===== config.mk =====
export PLATFORM = sky130hd
export DESIGN_NAME = instr_fetch_unit
export DESIGN_NICKNAME = d
export VERILOG_FILES = /design/src/rtl/instr_fetch_unit.sv
export SDC_FILE = /design/constraint.sdc
export NUM_CORES = 1
export LEC_CHECK = 0
export ABC_AREA = 1
export BUFFER_PORTS_ARGS = -buffer_cell sky130_fd_sc_hd__buf_4
export CAP_MARGIN = 20
export CORE_MARGIN = 5
export CORE_UTILIZATION = 40
export CTS_CLUSTER_SIZE = 12
export DETAILED_ROUTE_END_ITERATION = 7
export PLACE_DENSITY_LB_ADDON = 0.12
export SLEW_MARGIN = 20
export SYNTH_ARGS = -nofsm -noshare
export SYNTH_HDL_FRONTEND = slang
export SYNTH_SLANG_ARGS = --single-unit

===== constraint.sdc =====
create_clock -name clk_i -period 5.2 [get_ports clk_i]
set_input_delay 0 -clock clk_i [delete_from_list [all_inputs] [get_ports clk_i]]
set_output_delay 0 -clock clk_i [all_outputs]
set_load 0.01 [all_outputs]

===== src/rtl/instr_fetch_unit.sv =====
// Instruction fetch: PC generation, req/gnt/rvalid memory reads, and a small
// instruction buffer presenting {instr, pc, pc+4} to decode.
module instr_fetch_unit #(
  parameter int unsigned        ADDR_W     = 32,
  parameter logic [ADDR_W-1:0]  RESET_PC   = '0,
  parameter int unsigned        FIFO_DEPTH = 2
) (
  input  logic              clk_i,
  input  logic              rst_i,
  output logic              imem_req_o,
  output logic [ADDR_W-1:0] imem_addr_o,
  input  logic              imem_gnt_i,
  input  logic              imem_rvalid_i,
  input  logic [31:0]       imem_rdata_i,
  input  logic              redirect_i,
  input  logic [ADDR_W-1:0] redirect_pc_i,
  output logic              instr_valid_o,
  output logic [31:0]       instr_o,
  output logic [ADDR_W-1:0] instr_pc_o,
  output logic [ADDR_W-1:0] pc_plus4_o,
  input  logic              instr_ready_i
);

  localparam int unsigned     PtrW  = $clog2(FIFO_DEPTH);
  localparam int unsigned     CntW  = PtrW + 2;
  localparam logic [CntW-1:0] Depth = CntW'(FIFO_DEPTH);

  logic [ADDR_W-1:0] fetch_pc_q, fetch_pc_d;
  logic [ADDR_W-1:0] resp_pc_q, resp_pc_d;
  logic [CntW-1:0]   outst_q, outst_d;
  logic [CntW-1:0]   drop_q, drop_d;
  logic [CntW-1:0]   count_q, count_d;
  logic [PtrW-1:0]   rd_ptr_q, rd_ptr_d;
  logic [PtrW-1:0]   wr_ptr_q, wr_ptr_d;
  logic [31:0]       data_mem_q [FIFO_DEPTH];
  logic [ADDR_W-1:0] pc_mem_q   [FIFO_DEPTH];

  logic              pop, grant, rsp, push;
  logic [ADDR_W-1:0] redirect_pc;
  logic              unused_pc_bits;

  assign unused_pc_bits = ^redirect_pc_i[1:0];
  assign redirect_pc    = {redirect_pc_i[ADDR_W-1:2], 2'b00};

  assign instr_valid_o = (count_q != '0);
  assign pop           = instr_valid_o & instr_ready_i;

  // A slot freed by this cycle's pop can already be claimed by a new request.
  assign imem_req_o  = ~rst_i & ((outst_q + count_q - CntW'(pop)) < Depth);
  assign imem_addr_o = fetch_pc_q;
  assign grant       = imem_req_o & imem_gnt_i;
  assign rsp         = imem_rvalid_i & (outst_q != '0);
  assign push        = rsp & (drop_q == '0) & ~redirect_i;

  assign instr_o    = instr_valid_o ? data_mem_q[rd_ptr_q] : '0;
  assign instr_pc_o = instr_valid_o ? pc_mem_q[rd_ptr_q] : '0;
  assign pc_plus4_o = instr_valid_o ? pc_mem_q[rd_ptr_q] + ADDR_W'(4) : '0;

  always_comb begin
    fetch_pc_d = fetch_pc_q;
    resp_pc_d  = resp_pc_q;
    drop_d     = drop_q;
    rd_ptr_d   = rd_ptr_q;
    wr_ptr_d   = wr_ptr_q;
    outst_d    = outst_q + CntW'(grant) - CntW'(rsp);
    count_d    = count_q + CntW'(push) - CntW'(pop);

    if (grant) fetch_pc_d = fetch_pc_q + ADDR_W'(4);
    if (rsp && (drop_q != '0)) drop_d = drop_q - CntW'(1);
    if (push) begin
      wr_ptr_d  = wr_ptr_q + PtrW'(1);
      resp_pc_d = resp_pc_q + ADDR_W'(4);
    end
    if (pop) rd_ptr_d = rd_ptr_q + PtrW'(1);

    // Everything still in flight after this cycle belongs to the old path.
    if (redirect_i) begin
      fetch_pc_d = redirect_pc;
      resp_pc_d  = redirect_pc;
      drop_d     = outst_d;
      count_d    = '0;
      rd_ptr_d   = '0;
      wr_ptr_d   = '0;
    end
  end

  always_ff @(posedge clk_i) begin
    if (rst_i) begin
      fetch_pc_q <= RESET_PC;
      resp_pc_q  <= RESET_PC;
      outst_q    <= '0;
      drop_q     <= '0;
      count_q    <= '0;
      rd_ptr_q   <= '0;
      wr_ptr_q   <= '0;
    end else begin
      fetch_pc_q <= fetch_pc_d;
      resp_pc_q  <= resp_pc_d;
      outst_q    <= outst_d;
      drop_q     <= drop_d;
      count_q    <= count_d;
      rd_ptr_q   <= rd_ptr_d;
      wr_ptr_q   <= wr_ptr_d;
    end
  end

  always_ff @(posedge clk_i) begin
    if (push) begin
      data_mem_q[wr_ptr_q] <= imem_rdata_i;
      pc_mem_q[wr_ptr_q]   <= resp_pc_q;
    end
  end

  assert property (@(posedge clk_i) disable iff (rst_i) !(imem_rvalid_i && (outst_q == '0)));
  assert property (@(posedge clk_i) disable iff (rst_i) push |-> (count_q < Depth));
  assert property (@(posedge clk_i) disable iff (rst_i) (outst_q + count_q) <= Depth);
  assert property (@(posedge clk_i) disable iff (rst_i) drop_q <= outst_q);

endmodule


* Word-level counts from Yosys, hierarchy flattened
Memory sizes are Yosys's and may differ from the RTL's. A register that Yosys moved wholly into a read port is not among the register bits. Index checks and enable logic that the tools add are counted.
Operators by class: equal/unequal tests 0, shift-type cells 0, divide/modulo/power cells 0, multiplexer cells 15, bitwise logic cells 8, add/subtract/negate cells 12, $lt $le $gt $ge 1, multiply operators 0, reductions and logical operators 9
Operators by type and width (number):
- $mux 32 | 7
- $add 32x3->32 const B | 3
- $reduce_bool 3->1 | 3
- $sub 3x1->3 | 3
- $add 3x1->3 | 2
- $and 1x1->1 | 6
- $mux 1 | 6
- $mux 3 | 2
- $reduce_bool 2->1 | 3
- $add 3x3->3 | 1
- $logic_not 3->1 | 1
- $lt 3x2->1 const B | 1
- $sub 3x1->3 const B | 1
- $add 1x1->1 const B | 2
- $not 1->1 | 2
- $reduce_or 2->1 | 1
- $logic_and 1x1->1 | 1
Storage, ports and cells: word-level logic and storage cells 56, memories kept 2, output and inout port bits 130, ROM bits 0, bits in registers 75, latch bits 0, bits in writable memories 128
Memories:
- data_mem_q | words 2, width 32, rd ports 1, clocked after memory_dff 1, wr ports 1, line 35 | logic [31:0] data_mem_q [FIFO_DEPTH];
- pc_mem_q | words 2, width 32, rd ports 1, clocked after memory_dff 1, wr ports 1, line 36 | logic [ADDR_W-1:0] pc_mem_q [FIFO_DEPTH];

* Depth between registers and ports, before layout
word-level depth 9, depth in mapped cells 22, mapped depth without buffers 22

* Least setup slack after synthesis
OpenSTA, ideal clock, no wires.
path kind register -> register, start register drop_q[0], end memory data_mem_q[0][0], enable pin, library setup time 0.484 ns, arrival time 3.851 ns, cell stages (with the launch flop) 9, setup slack 0.865 ns, period minus slack after synthesis 4.335 ns, buffers on the path 0, cell sequence dfxtp_1 > inv_1 > ha_1 > inv_1 > nor2_1 > nand3_1 > nor2_1 > inv_1 > nor2_1
Between the ends: cells in the longest elaborated chain, start to end 5
Ends and longest elaborated chain:
- start, declared | line 31 | logic [CntW-1:0] drop_q, drop_d;
- start signal, assigned | line 100 | drop_q <= drop_d;
- $logic_not 3->1 | line 53 | assign push = rsp & (drop_q == '0) & ~redirect_i;
- $and 1x1->1 (2 in a row) | line 53
- $mux 1 | line 108 | if (push) begin
- $mux 1 (implied by the code) | line 109 | data_mem_q[wr_ptr_q] <= imem_rdata_i;
- end, declared | line 35
No other way between the ends.

* Worst setup path after layout
start register count_q[1], end register drop_q[2]
Between the ends: cells in the longest elaborated chain, start to end 9
Ends and longest elaborated chain:
- start, declared | line 32 | logic [CntW-1:0] count_q, count_d;
- start signal, assigned | line 101 | count_q <= count_d;
- parallel branches: the longest is 2 deep, another holds $add 3x3->3
- $sub 3x1->3 (*) | line 49 | assign imem_req_o = ~rst_i & ((outst_q + count_q - CntW'(pop)) < Depth);
- $lt 3x2->1 (*) | line 49
- $and 1x1->1 (*) | line 49
- $and 1x1->1 (*) | line 51 | assign grant = imem_req_o & imem_gnt_i;
- $add 3x1->3 (*) | line 65 | outst_d = outst_q + CntW'(grant) - CntW'(rsp);
- $sub 3x1->3 (*) | line 65
- $mux 3 (*) | line 77 | if (redirect_i) begin
Every way passes the cells marked *. A chain may end at the register's enable or synchronous reset.

==> out/qor.yml <==
hold_depth: 5
synth_top_family_by_area: "simple AND/OR/NAND/NOR gates"
synthAdderAreaFrac: 0.0153
dieArea_sq_um: 31700
cp_cell_sequence: "nor3_2 -> buf_4 -> inv_2 -> nand2_1 -> nor2_1 -> o21ai_0 -> fa_1 -> inv_1 -> nor2_1 -> nand4_2 -> ha_1 -> inv_1 -> ha_1 -> fa_1 -> xor2_1 -> xor2_1 -> o21ai_0 -> o21ai_0 -> nand2_1 -> inv_1"
h-tree-depth: 4
wl_per_cell_microns: 14.8
place_congestion: 0.887
drtPass1Iterations: 5
hold_viol: 0
synth-simple-area-share: 0.287
die_y_microns: 178
clk_latency_ns: 0.43
fillers: 2722
synth.avg_cell_area_sq_um: 7.57
place_inst: 2023
route.detailed.drc: 0
async_flop_share: 0
fin_crit_sh: 0.776
finalSetupTns_ns: 0
hold_path.class: "in -> reg"
ys_seq_area_frac: 0.457
p_clk_frac: 0.328
p_total_mw: 4.24
overflow: 0
cp_max_fo: 20
rsz0062_at_grt: "false"
synth-compound-area-share: 0.0912
path_buf_inv: 5
grt_max_degree: 79
drtIter0Drc: 643
dpl.hpwl_mm: 22.8
antennaDiodeCount: 0
nets: 1807
relSlewSlack: 0.274
min_from: "redirect_pc_i[23]"
fin_crit_ns: 4.03
io_pins: 200
peakVddDrop_mv: 0.171
max_stage_delay_ns: 0.50
grt_pass1_vias: 9687
syn_area_sq_um: 11300
power.density_nw_per_um2: 298
cp-end-kind: "register"
grt_usage: 0.200
cts_made_buffers: 17
p_sw_frac: 0.329
leakage_nw: 6.33
synthFlopType: "edfxtp_1"
pwr-share-comb: 0.229
clkSinkCount: 196
ys_ff_latch: 196
start_kind: "register"
routed_wirelength_mm: 31.4
reg2reg_depth: 20
synth_edf_count: 124
arrival_ns: 4.41
clock_path_buffers: 2
drive_gt1_frac: 0.186
vias_per_cell: 4.82
die_w_microns: 178
syn_to_final_growth_pct: 26.3
setup_viol: 0
path_class: "reg -> reg"
seqPwrFrac: 0.443
yosysWarningCount: 0
fmax_ghz: 0.248
layoutNonFillerInstCount: 2116
fin_worst_skew_ns: 0.0121
whs_endpoint: "imem_addr_o[23]"
reg2reg_to: "drop_q[2]"
final_max_slew_viol_count: 0
fp-row-count: 61
postRouteAntennaNets: 0
synth-xor-area-share: 0.0155
power_switching_mw: 1.39
netlist-cell-type-count: 49
muxShareOfSynthArea: 0.0319
worstPathRequired_ns: 5.58
hold-worst-slack_ns: 0.0197
synth_area_leaders: "edfxtp_1 (33%), nand2_1 (15%), dfxtp_1 (13%)"
p_int_mw: 2.85
antenna_found_initial: 0
vias: 10200
reg2reg_from: "count_q[1]"
grt_pass1_wl_mm: 50.4
core_region_area_sq_um: 27900
cts_tree: "done"
synthCells: 1491
synth_area_leader_cell: "edfxtp_1"
max-cap-violations: 0
tightestPinTransition_ns: 1.08
path_delay_family: "adder cells"
numPortBuffers: 191
slowest_stage: "fa_1"
final_util: 0.512
start_util: 0.405
r2r_setup_slack_ns: 1.17
root_buffer: "clkbuf_16"
path_clk_slew_ns: 0.09
status: "finished, final reports clean"
synth_top_area_frac: 0.330
[how the worst max path moves through the flow]
stage / from / endpoint / slack [ns] / cells past startpoint
floorplan: drop_q[0] / data_mem_q[0][0] / 0.87 / 8
global placement: count_q[1] / drop_q[2] / 1.28 / 20
detailed placement: count_q[1] / drop_q[2] / 1.16 / 20
CTS: count_q[2] / drop_q[2] / 1.14 / 20
global route: count_q[1] / drop_q[2] / 0.75 / 20
finish: count_q[1] / drop_q[2] / 1.17 / 20
[cells by family (layout without fill, tap and decap cells)]
| family | Yosys count | in the layout |
|---|---|---|
| adder cells (fa/ha/maj) | 12 | 12 |
| AND/OR/NAND/NOR | 782 | 782 |
| buffers and inverters | 274 | 516 |
| XOR/XNOR | 20 | 20 |
| multiplexers | 32 | 32 |
| other | 1 | 6 |
| AO/OA/AOI/OAI | 174 | 174 |
| flip-flops | 196 | 196 |
[tightest hold or removal path: stages]
cell	delay, ns
buf_4	0.11
nand2_1	0.14
nand2_1	0.07
inv_1	0.04
a21oi_1	0.05
[area by class of cell]
class	instances	area, sq um	area share
flip-flops and latches	196	5170	0.362
multi-input cells	1026	5020	0.352
repair buffers	261	2120	0.149
inverters	223	837	0.0587
well taps	378	473	0.0332
clock buffers	17	425	0.0298
clock inverters	15	210	0.0147
[state kept, by name, indices dropped and copies added (netlist names), named ones only]
signal	flops
wr_ptr_q	1
pc_mem_q	60
resp_pc_q	30
rd_ptr_q	1
outst_q	3
count_q	3
drop_q	3
data_mem_q	64
imem_addr_o	30
[repair_timing]
item / in CTS / in global routing
hold endpoints to repair: 116 / 0
buffers inserted: 0 / 0
gates resized for setup: 0 / 0
hold buffers: 61 / 0
[Yosys cell counts (7+ instances only)]
cell,number
xor2_1,14
nor2_1,176
nand2_2,7
dfxtp_1,72
nand2_1,447
clkbuf_1,24
nor3_1,23
mux2_2,32
o21ai_2,14
nor2_2,15
edfxtp_1,124
a21oi_2,9
ha_1,9
nand3b_1,7
nand4_1,16
a21oi_1,61
inv_1,219
buf_2,9
o21ai_0,65
nand3_1,80
[layer usage]
| metal | share of wire | global-route usage | vias up |
|---|---|---|---|
| li1 | - | - | 5217 |
| met5 | 0 | 0 | - |
| met2 | 0.46 | 0.327 | 299 |
| met3 | 0.057 | 0.0276 | 41 |
| met1 | 0.46 | 0.277 | 4634 |
| met4 | 0.023 | 0.0632 | 0 |
[cells in the final DEF, fill, tap and decap left out, types with 15 or more instances in the layout]
cell type | synthesis | routed
nand2_1 | 447 | 447
inv_1 | 219 | 218
buf_4 | 6 | 199
nor2_1 | 176 | 174
edfxtp_1 | 124 | 124
nand3_1 | 80 | 80
dfxtp_1 | 72 | 71
o21ai_0 | 65 | 65
a21oi_1 | 61 | 61
dlygate4sd3_1 | 0 | 61
mux2_2 | 32 | 32
nor3_1 | 23 | 22
clkbuf_16 | 0 | 17
nand4_1 | 16 | 16
nor2_2 | 15 | 15
[stage by stage]
step	setup slack, ns	instance area (sq um)
after detailed placement	1.16	13000
after global routing	0.747	14300
final	1.17	14300
after CTS	1.14	14300
after floorplan	0.865	11300
after global placement	1.28	13000
[power groups by stage]
| stage | combinational, mW | sequential, mW | clock [mW] |
|---|---|---|---|
| finish | 0.970 | 1.88 | 1.39 |
| global route | 1.10 | 1.90 | 1.49 |
| global placement | 0.924 | 1.91 | 0 |
| floorplan | 0.590 | 1.89 | 0 |
| detailed placement | 0.938 | 1.92 | 0 |
| CTS | 0.978 | 1.88 | 1.43 |
(Power assumes the default switching activity.)
